File: src/rtl/tdm_demux4_if.sv
// Bundle of the TDM receive-side stream and the demultiplexed channel outputs.
// The transmit/stimulus side uses the master modport and tdm_demux4 uses the slave modport.
interface tdm_demux4_if #(
    parameter int WIDTH = 1,
    parameter int CNT_W = 8
);
    logic [WIDTH-1:0] din;
    logic             valid;
    logic             sof;
    logic [WIDTH-1:0] a;
    logic [WIDTH-1:0] b;
    logic [WIDTH-1:0] c;
    logic [WIDTH-1:0] d;
    logic [1:0]       sel;
    logic             frame_valid;
    logic             sync_err;
    logic [CNT_W-1:0] frame_cnt;

    modport master (
        output din, valid, sof,
        input  a, b, c, d, sel, frame_valid, sync_err, frame_cnt
    );

    modport slave (
        input  din, valid, sof,
        output a, b, c, d, sel, frame_valid, sync_err, frame_cnt
    );
endinterface

File: src/rtl/tdm_demux4.sv
// 4-slot TDM demultiplexer: collects slots 0..2 into shadow registers and
// publishes all four channels together on the edge that samples slot 3.
// An early start-of-frame drops the partial frame and restarts at slot 0.
module tdm_demux4 #(
    parameter int WIDTH = 1,
    parameter int CNT_W = 8
) (
    input logic           clk,
    input logic           rst_n,
    tdm_demux4_if.slave   bus
);

    typedef enum logic {
        IDLE,
        COLLECT
    } state_t;

    state_t           state_q;
    logic [1:0]       sel_q;
    logic [WIDTH-1:0] sh0_q;
    logic [WIDTH-1:0] sh1_q;
    logic [WIDTH-1:0] sh2_q;
    logic [WIDTH-1:0] a_q;
    logic [WIDTH-1:0] b_q;
    logic [WIDTH-1:0] c_q;
    logic [WIDTH-1:0] d_q;
    logic             fv_q;
    logic             se_q;
    logic [CNT_W-1:0] cnt_q;

    // Slot sequencing, shadow capture, and frame publish/resync with registered pulses
    always_ff @(posedge clk or negedge rst_n) begin
        if (!rst_n) begin
            state_q <= IDLE;
            sel_q   <= '0;
            sh0_q   <= '0;
            sh1_q   <= '0;
            sh2_q   <= '0;
            a_q     <= '0;
            b_q     <= '0;
            c_q     <= '0;
            d_q     <= '0;
            fv_q    <= 1'b0;
            se_q    <= 1'b0;
            cnt_q   <= '0;
        end else begin
            fv_q <= 1'b0;
            se_q <= 1'b0;
            if (bus.valid) begin
                if (bus.sof) begin
                    // sof takes priority over completion, so slot-3 sof is a resync
                    se_q    <= (state_q == COLLECT);
                    sh0_q   <= bus.din;
                    sel_q   <= 2'd1;
                    state_q <= COLLECT;
                end else if (state_q == COLLECT) begin
                    if (sel_q == 2'd3) begin
                        a_q     <= sh0_q;
                        b_q     <= sh1_q;
                        c_q     <= sh2_q;
                        d_q     <= bus.din;
                        fv_q    <= 1'b1;
                        cnt_q   <= cnt_q + CNT_W'(1);
                        sel_q   <= 2'd0;
                        state_q <= IDLE;
                    end else begin
                        // In COLLECT, sel is only ever 1, 2 or 3
                        if (sel_q == 2'd1) begin
                            sh1_q <= bus.din;
                        end else begin
                            sh2_q <= bus.din;
                        end
                        sel_q <= sel_q + 2'd1;
                    end
                end
            end
        end
    end

    assign bus.a           = a_q;
    assign bus.b           = b_q;
    assign bus.c           = c_q;
    assign bus.d           = d_q;
    assign bus.sel         = sel_q;
    assign bus.frame_valid = fv_q;
    assign bus.sync_err    = se_q;
    assign bus.frame_cnt   = cnt_q;

endmodule
File: src/flat_wrapper.sv
// flat-port wrapper written by rule: the top's interface ports become plain ports
module tdm_demux4_flat 
#(
    parameter int WIDTH = 1,
    parameter int CNT_W = 8
)
  (clk, rst_n, bus_din, bus_valid, bus_sof, bus_a, bus_b, bus_c, bus_d, bus_sel, bus_frame_valid, bus_sync_err, bus_frame_cnt);
  tdm_demux4_if #(.WIDTH(WIDTH), .CNT_W(CNT_W)) bus_i ();
  input logic clk;
  input logic rst_n;
  input wire logic [$bits(bus_i.din)-1:0] bus_din;
  input wire logic [$bits(bus_i.valid)-1:0] bus_valid;
  input wire logic [$bits(bus_i.sof)-1:0] bus_sof;
  output wire logic [$bits(bus_i.a)-1:0] bus_a;
  output wire logic [$bits(bus_i.b)-1:0] bus_b;
  output wire logic [$bits(bus_i.c)-1:0] bus_c;
  output wire logic [$bits(bus_i.d)-1:0] bus_d;
  output wire logic [$bits(bus_i.sel)-1:0] bus_sel;
  output wire logic [$bits(bus_i.frame_valid)-1:0] bus_frame_valid;
  output wire logic [$bits(bus_i.sync_err)-1:0] bus_sync_err;
  output wire logic [$bits(bus_i.frame_cnt)-1:0] bus_frame_cnt;
  assign bus_i.din = bus_din;
  assign bus_i.valid = bus_valid;
  assign bus_i.sof = bus_sof;
  assign bus_a = bus_i.a;
  assign bus_b = bus_i.b;
  assign bus_c = bus_i.c;
  assign bus_d = bus_i.d;
  assign bus_sel = bus_i.sel;
  assign bus_frame_valid = bus_i.frame_valid;
  assign bus_sync_err = bus_i.sync_err;
  assign bus_frame_cnt = bus_i.frame_cnt;
  tdm_demux4 #(.WIDTH(WIDTH), .CNT_W(CNT_W)) u_core (.clk(clk), .rst_n(rst_n), .bus(bus_i));
endmodule
File: config.mk
export PLATFORM = sky130hd
export DESIGN_NAME = tdm_demux4_flat
export DESIGN_NICKNAME = d
export VERILOG_FILES = /design/src/rtl/tdm_demux4_if.sv /design/src/rtl/tdm_demux4.sv /design/src/flat_wrapper.sv
export SDC_FILE = /design/constraint.sdc
export NUM_CORES = 1
export LEC_CHECK = 0
export BUFFER_PORTS_ARGS = -buffer_cell sky130_fd_sc_hd__buf_2
export CAP_MARGIN = 20
export CORE_MARGIN = 4
export CORE_UTILIZATION = 45
export CTS_CLUSTER_SIZE = 10
export DETAILED_ROUTE_END_ITERATION = 10
export PLACE_DENSITY = 0.75
export SLEW_MARGIN = 40
export SYNTH_ARGS = -nofsm -noshare
export SYNTH_HDL_FRONTEND = slang
export SYNTH_SLANG_ARGS = --single-unit
export TNS_END_PERCENT = 50
File: constraint.sdc
create_clock -name clk -period 1.6 [get_ports clk]
set_input_delay 0.24 -clock clk [delete_from_list [all_inputs] [get_ports clk]]
set_output_delay 0.24 -clock clk [all_outputs]
set_load 0.005 [all_outputs]
==> metrics.md, run 1 <==
| Metric | Value |
|---|---|
| Tot GR Track Use | `13.75%` |
| Status | `completed` |
| Vias in the first global route | `628` |
| Synthesized cell area | `884.6 sq um` |
| DRT Pass-1 Iters | `2` |
| Worst-path fanout max | `6` |
| Slowest cell on crit path | `dfrtp_2` |
| Min-Delay Path Class | `in2reg` |
| Max Clock Freq | `678.6 MHz` |
| Layout cells sized above 1 | `33.33%` |
| Final Total Pwr | `1.646 mW` |
| CP Capture Type | `register` |
| Die Span Y | `52.34 microns` |
| Static leakage | `0.5892 nW` |
| Setup violations, final | `0` |
| Uppermost layer routed | `met4` |
| CORE AREA | `1802 sq um` |
| Minimum clock period after layout | `1.474 ns` |
| CTS clk-pin slew, worst paths | `0.11 ns` |
| Fin util | `60.28%` |
| Area of the multi-input gates | `367.9 sq um` |
| Syn Inst Count | `77` |
| Worst Hold Endpoint | `u_core.bus.d` |
| Setup TNS | `0 ns` |
| Critical path startpoint | `u_core.bus.sel[0]` |
| Gr ovfl total | `0` |
| FP Rows | `15` |
| Max-cap violations | `0` |
| Pin count of the biggest net entering global routing | `21` |
| Largest stage delay, worst path | `0.45 ns` |
| H-Tree Level Count | `1` |
| Ant. Diodes | `0` |
| Clock Sink Count | `20` |
| ANT nets after route | `0` |
| Vias | `625` |
| Setup repair bufs after CTS | `0` |
| Die width | `52.34 microns` |
| Residual DRC count | `0` |
| Iter 0 DRT Violations | `8` |
| Initial Utilization | `49.10%` |
| Levels on crit path | `3` |
| Wire per inst | `12.63 microns` |
| Layout Nets | `112` |
| I/O Pins | `21` |
| Yosys warning count | `0` |
| Seq/Total Area, Yosys | `56.58%` |
| Die area | `2739 sq um` |
| Filler Cell Count | `163` |
| Via-to-Cell Ratio | `4.921` |
| Worst reg2reg setup slack | `0.13 ns` |
| Clock tree root buffer cell | `clkbuf_4` |
| Buf/Inv on CP | `0` |
| Total Wirelength | `1.604 mm` |
| RSZ-0062 raised after global routing | `false` |
| Final hold vios | `0` |
| Port Buffer Count | `20` |
| Setup CP Type | `reg2reg` |
| First-pass GRT wire length | `2.739 mm` |
| Reg2Reg Depth | `3` |
| Setup Skew | `0.01188 ns` |
| #FFs+latches synth | `20` |
| M1 wire length | `683 microns` |
| Delay-heaviest family, CP | `flip-flops` |
| Worst-Skew Late Latency | `0.30 ns` |
| CTS tree | `built` |
| Initial antenna violation count | `0` |
| Post-place setup slack | `-0.006972 ns` |
| Worst EP arrival | `1.68 ns` |
| Layout Cells excl Fill | `127` |
| Syn-to-layout area delta | `22.77%` |
| Placed Cells | `122` |
| Final worst setup slack | `0.1263 ns` |
| Slew @ Worst Pin | `0.4321 ns` |
| Final Max Slew Viols | `0` |
| Cell count of the worst hold path | `3` |
| Reg-to-Reg Start | `u_core.bus.sel[0]` |
| Max-slew headroom | `71.19%` |
| Reg area | `501.7 sq um` |
| Min-delay src | `bus_din` |
| Clock Tree Buf Depth | `2` |
| Fin crit share | `92.11%` |
| Pwr dens | `1515 nW/um^2` |
| VDD IR-drop max | `0.8901 mV` |
| Worst Path Required | `1.80 ns` |
| Synthesized area per cell | `11.49 sq um` |
| Met3 routed WL | `88 microns` |
| Reg-to-Reg End | `u_core.sh1_q` |
| Final HPWL DP | `1.241 mm` |
| Number of CTS-inserted buffers | `3` |
| WL met2 | `821 microns` |
| Syn Nets | `86` |
| CP Cell Sequence | `ha_1, nor4b_2, mux2_2` |
| Post-synth cell types | `22` |
| Crit start category | `register` |
| GPL Wtd Cong | `0.8607` |
[tightest hold or removal path, cell delays in order]
cell and delay (ns):
buf_2 0.11, nand2_1 0.05, nand2_1 0.05
[layout make-up]
cell class	count	area share (%)
clock buffers	3	2.074
clock inverters	1	2.765
inverters	3	1.382
multi-input cells	53	33.87
flip-flops and latches	20	46.20
well taps	25	2.880
repair buffers	22	10.83
[power by group]
| part | switching (mW) | internal [mW] | leakage (nW) |
|---|---|---|---|
| clock network | 0.151 | 0.253 | 0.0279 |
| registers | 0.126 | 0.655 | 0.256 |
| logic | 0.222 | 0.239 | 0.306 |
| total | 0.499 | 1.15 | 0.589 |
[timing repair]
item,CTS,global route
resized for setup,0,3
hold buffers,1,0
setup endpoints to repair,0,2
hold endpoints to repair,20,0
[Yosys cell counts]
library cell	number	area, sq um
nand2_1	22	82.58
dfrtp_1	20	500.5
ha_1	4	50.05
xor2_1	4	35.03
mux2_2	3	33.78
xnor2_1	3	26.28
inv_1	2	7.510
nand3_1	2	10.01
nor2_1	2	7.510
nor3_1	2	10.01
o21ai_0	2	10.01
a2bb2oi_1	1	8.760
and2_2	1	7.510
buf_6	1	11.26
clkinv_1	1	3.750
nand4_1	1	6.260
nand4b_4	1	23.77
nor3b_1	1	7.510
nor4_1	1	6.260
nor4_4	1	21.27
nor4b_1	1	8.760
o22ai_1	1	6.260
[cells in the final DEF, fill, tap and decap left out, types with 3 or more instances in the layout]
cell type | Yosys | layout
buf_2 | 0 | 20
clkbuf_4 | 0 | 3
dfrtp_1 | 20 | 19
ha_1 | 4 | 4
mux2_2 | 3 | 3
nand2_1 | 22 | 22
xnor2_1 | 3 | 3
xor2_1 | 4 | 4
[metrics by stage]
step | hold slack (ns) | instance area, sq um
6_report | 0.1910 | 1086
4_1_cts | 0.1722 | 1075
5_1_grt | 0.1908 | 1086
3_3_place_gp | 0.2014 | 1012
2_1_floorplan | -0.05559 | 884.6
3_5_place_dp | 0.2117 | 1012
[state kept, by name, indices dropped and copies added (netlist names)]
name,flops
u_core.bus.c,1
u_core.bus.d,1
u_core.sh1_q,1
u_core.state_q,1
u_core.bus.a,1
u_core.bus.b,1
u_core.bus.frame_valid,1
u_core.bus.sync_err,1
u_core.bus.sel,2
u_core.sh0_q,1
u_core.sh2_q,1
u_core.bus.frame_cnt,8
[worst max path at each step]
stage	end	slack (ns)
floorplan	u_core.sh1_q	0.14
global placement	u_core.sh1_q	0.11
detailed placement	u_core.sh1_q	-0.007
CTS	u_core.sh1_q	0.008
global route	u_core.sh1_q	0.04
finish	u_core.sh1_q	0.13
[cells by family (layout without fill, tap and decap cells)]
family                     after synthesis  after routing  share of synthesized area (%)
and+or+nand+nor                         35             35                          21.64
AOI/OAI and AO/OA                        4              4                          2.830
adders and majority gates                4              4                          5.658
xor gates and xnor gates                 7              7                          6.931
muxes                                    3              3                          3.819
buffers and inverters                    4             29                          2.546
DFF                                     20             20                          56.58
[per-layer routing]
layer | vias to the layer above | GRT usage [%]
met4 | 0 | 2.553
met3 | 2 | 6.268
met2 | 16 | 23.55
met1 | 301 | 15.73
met5 | - | 0
li1 | 306 | -
No activity file was read; power rests on OpenSTA's default activity.
==> run 2: changes to the inputs <==
CORE_UTILIZATION = 50   (was 45)
PLACE_DENSITY = 0.81   (was 0.75)
==> metrics.md, run 2 (synthesized netlist as in run 1, its figures left out) <==
| Metric | Value |
|---|---|
| Static leakage | `0.5791 nW` |
| Vias in the first global route | `592` |
| Die area | `2506 sq um` |
| Max-cap violations | `0` |
| Die Span Y | `50.06 microns` |
| Cell Area, Placed | `1011 sq um` |
| Setup violations, final | `0` |
| Worst Path Required | `1.79 ns` |
| Initial antenna violation count | `0` |
| Minimum clock period after layout | `1.505 ns` |
| RSZ-0062 raised after global routing | `false` |
| CP Cell Sequence | `ha_1, nor4b_1, mux2_2` |
| Switching pwr | `480.4 uW` |
| CTS tree | `built` |
| GPL Wtd Cong | `0.6971` |
| Min-delay src | `bus_din` |
| Wire per inst | `12.25 microns` |
| CORE AREA | `1594 sq um` |
| Clock Sink Count | `20` |
| Reg2Reg Depth | `3` |
| Clk network pwr share | `15.6%` |
| Worst reg2reg setup slack | `0.09 ns` |
| Final worst setup slack | `0.09491 ns` |
| Reg-to-Reg End | `u_core.sh1_q` |
| Iter 0 DRT Violations | `9` |
| Initial Utilization | `55.49%` |
| Via-to-Cell Ratio | `4.929` |
| Setup Skew | `0.001416 ns` |
| Final Total Pwr | `1.459 mW` |
| Cell count of the worst hold path | `3` |
| Setup CP Type | `reg2reg` |
| Largest stage delay, worst path | `0.45 ns` |
| Final HPWL DP | `1.159 mm` |
| Sequential Power Share | `53.3%` |
| Slowest cell on crit path | `dfrtp_2` |
| Clock tree root buffer cell | `clkbuf_4` |
| Layout Nets | `113` |
| Routing usage on met1 | `19.23%` |
| Fin crit share | `94.07%` |
| Max Clock Freq | `664.4 MHz` |
| CTS clk-pin slew, worst paths | `0.10 ns` |
| Pin count of the biggest net entering global routing | `21` |
| Slew @ Worst Pin | `0.4360 ns` |
| ANT nets after route | `0` |
| I/O Pins | `21` |
| Met2 Usage GRT | `22.17%` |
| VDD IR-drop max | `1.014 mV` |
| Commonest non-fill, non-tap cells in the layout | `nand2_1 (22), buf_2 (20), dfrtp_1 (19)` |
| Most common cell after layout, fill and taps aside | `nand2_1` |
| Most used routing layer | `met2` |
| Residual DRC count | `0` |
| FP Rows | `14` |
| CP Capture Type | `register` |
| Total Wirelength | `1.543 mm` |
| Final hold vios | `0` |
| Pwr dens | `1382 nW/um^2` |
| Port Buffer Count | `20` |
| Cell Int Power | `978.7 uW` |
| Worst-Skew Late Latency | `0.29 ns` |
| Setup TNS | `0 ns` |
| Layout cells sized above 1 | `32.35%` |
| DRT Pass-1 Iters | `4` |
| Comb pwr share | `31.2%` |
| Vias | `621` |
| Tot GR Track Use | `14.19%` |
| Reg-to-Reg Start | `u_core.bus.sel[0]` |
| Worst-path fanout max | `6` |
| Met3 global-route usage | `1.807%` |
| Number of CTS-inserted buffers | `3` |
| Die width | `50.06 microns` |
| Status | `completed` |
| Post-place setup slack | `0.06269 ns` |
| H-Tree Level Count | `1` |
| Worst EP arrival | `1.69 ns` |
| Max reg flops | `8` |
| Switching share of total power | `32.92%` |
| Syn-to-layout area delta | `19.38%` |
| Design Area, Final | `1056 sq um` |
| Gr ovfl total | `0` |
| Final Max Slew Viols | `0` |
| Clock Tree Buf Depth | `2` |
| Crit start category | `register` |
| Ant. Diodes | `0` |
| First-pass GRT wire length | `2.697 mm` |
| Worst Hold Endpoint | `u_core.bus.d` |
| Max-slew headroom | `70.93%` |
| Min-Delay Path Class | `in2reg` |
[run 2: cell count changes in the layout (fill, tap and decap cells not counted), sizes merged]
cell	before	now
buf	21	22
bufinv	1	0
[run 2: through the flow]
stage | std cells | hold slack (ns) | util, %
floorplan | 77 | -0.05559 | -
global placement | 121 | 0.2041 | 63.42
detailed placement | 121 | 0.2108 | 63.42
CTS | 125 | 0.1803 | 65.46
global route | 126 | 0.1950 | 66.25
finish | 126 | 0.1857 | 66.25
[run 2: repair_timing]
item | 4_1_cts | 5_1_grt
setup endpoints to repair | 0 | 3
buffers inserted | 0 | 1
hold buffers | 1 | 0
endpoints found under the hold margin | 20 | 0
resized for setup | 0 | 2
[run 2: worst max-delay path: cells and delay by family, from the launching register on]
family / cells / cell delay (ns)
adders and majority gates: 1 / 0.26
DFF: 1 / 0.45
muxes: 1 / 0.37
and+or+nand+nor: 1 / 0.32
[run 2: worst max-delay path by stage]
stage	startpoint	slack, ns	to
5_1_grt	u_core.bus.sel[1]	0.005	u_core.bus.frame_cnt[4]
4_1_cts	u_core.bus.sel[0]	0.04	u_core.bus.frame_cnt[4]
3_3_place_gp	u_core.bus.sel[0]	0.11	u_core.sh1_q
3_5_place_dp	u_core.bus.sel[0]	0.06	u_core.sh1_q
2_1_floorplan	u_core.bus.sel[0]	0.14	u_core.sh1_q
6_report	u_core.bus.sel[0]	0.09	u_core.sh1_q
[run 2: power groups by stage]
stage	sequential, mW	combinational (mW)	clock, mW
after global placement	0.783	0.438	0
final	0.777	0.455	0.227
after global routing	0.804	0.514	0.262
after detailed placement	0.785	0.451	0
after CTS	0.776	0.456	0.237
after floorplan	0.786	0.262	0
[run 2: final cells by class]
class,count,area [sq um]
Fill cell,120,538.0
Multi-Input combinational cell,53,361.6
Tap cell,24,30.03
Inverter,3,15.01
Clock buffer,3,22.52
Timing Repair Buffer,23,125.1
Sequential cell,20,501.7
[run 2: metal layers]
metal / up-vias / share of wire, %
li1: 305 / -
met1: 298 / 45
met2: 14 / 48
met3: 4 / 4.4
met4: 0 / 1.6
met5: - / 0
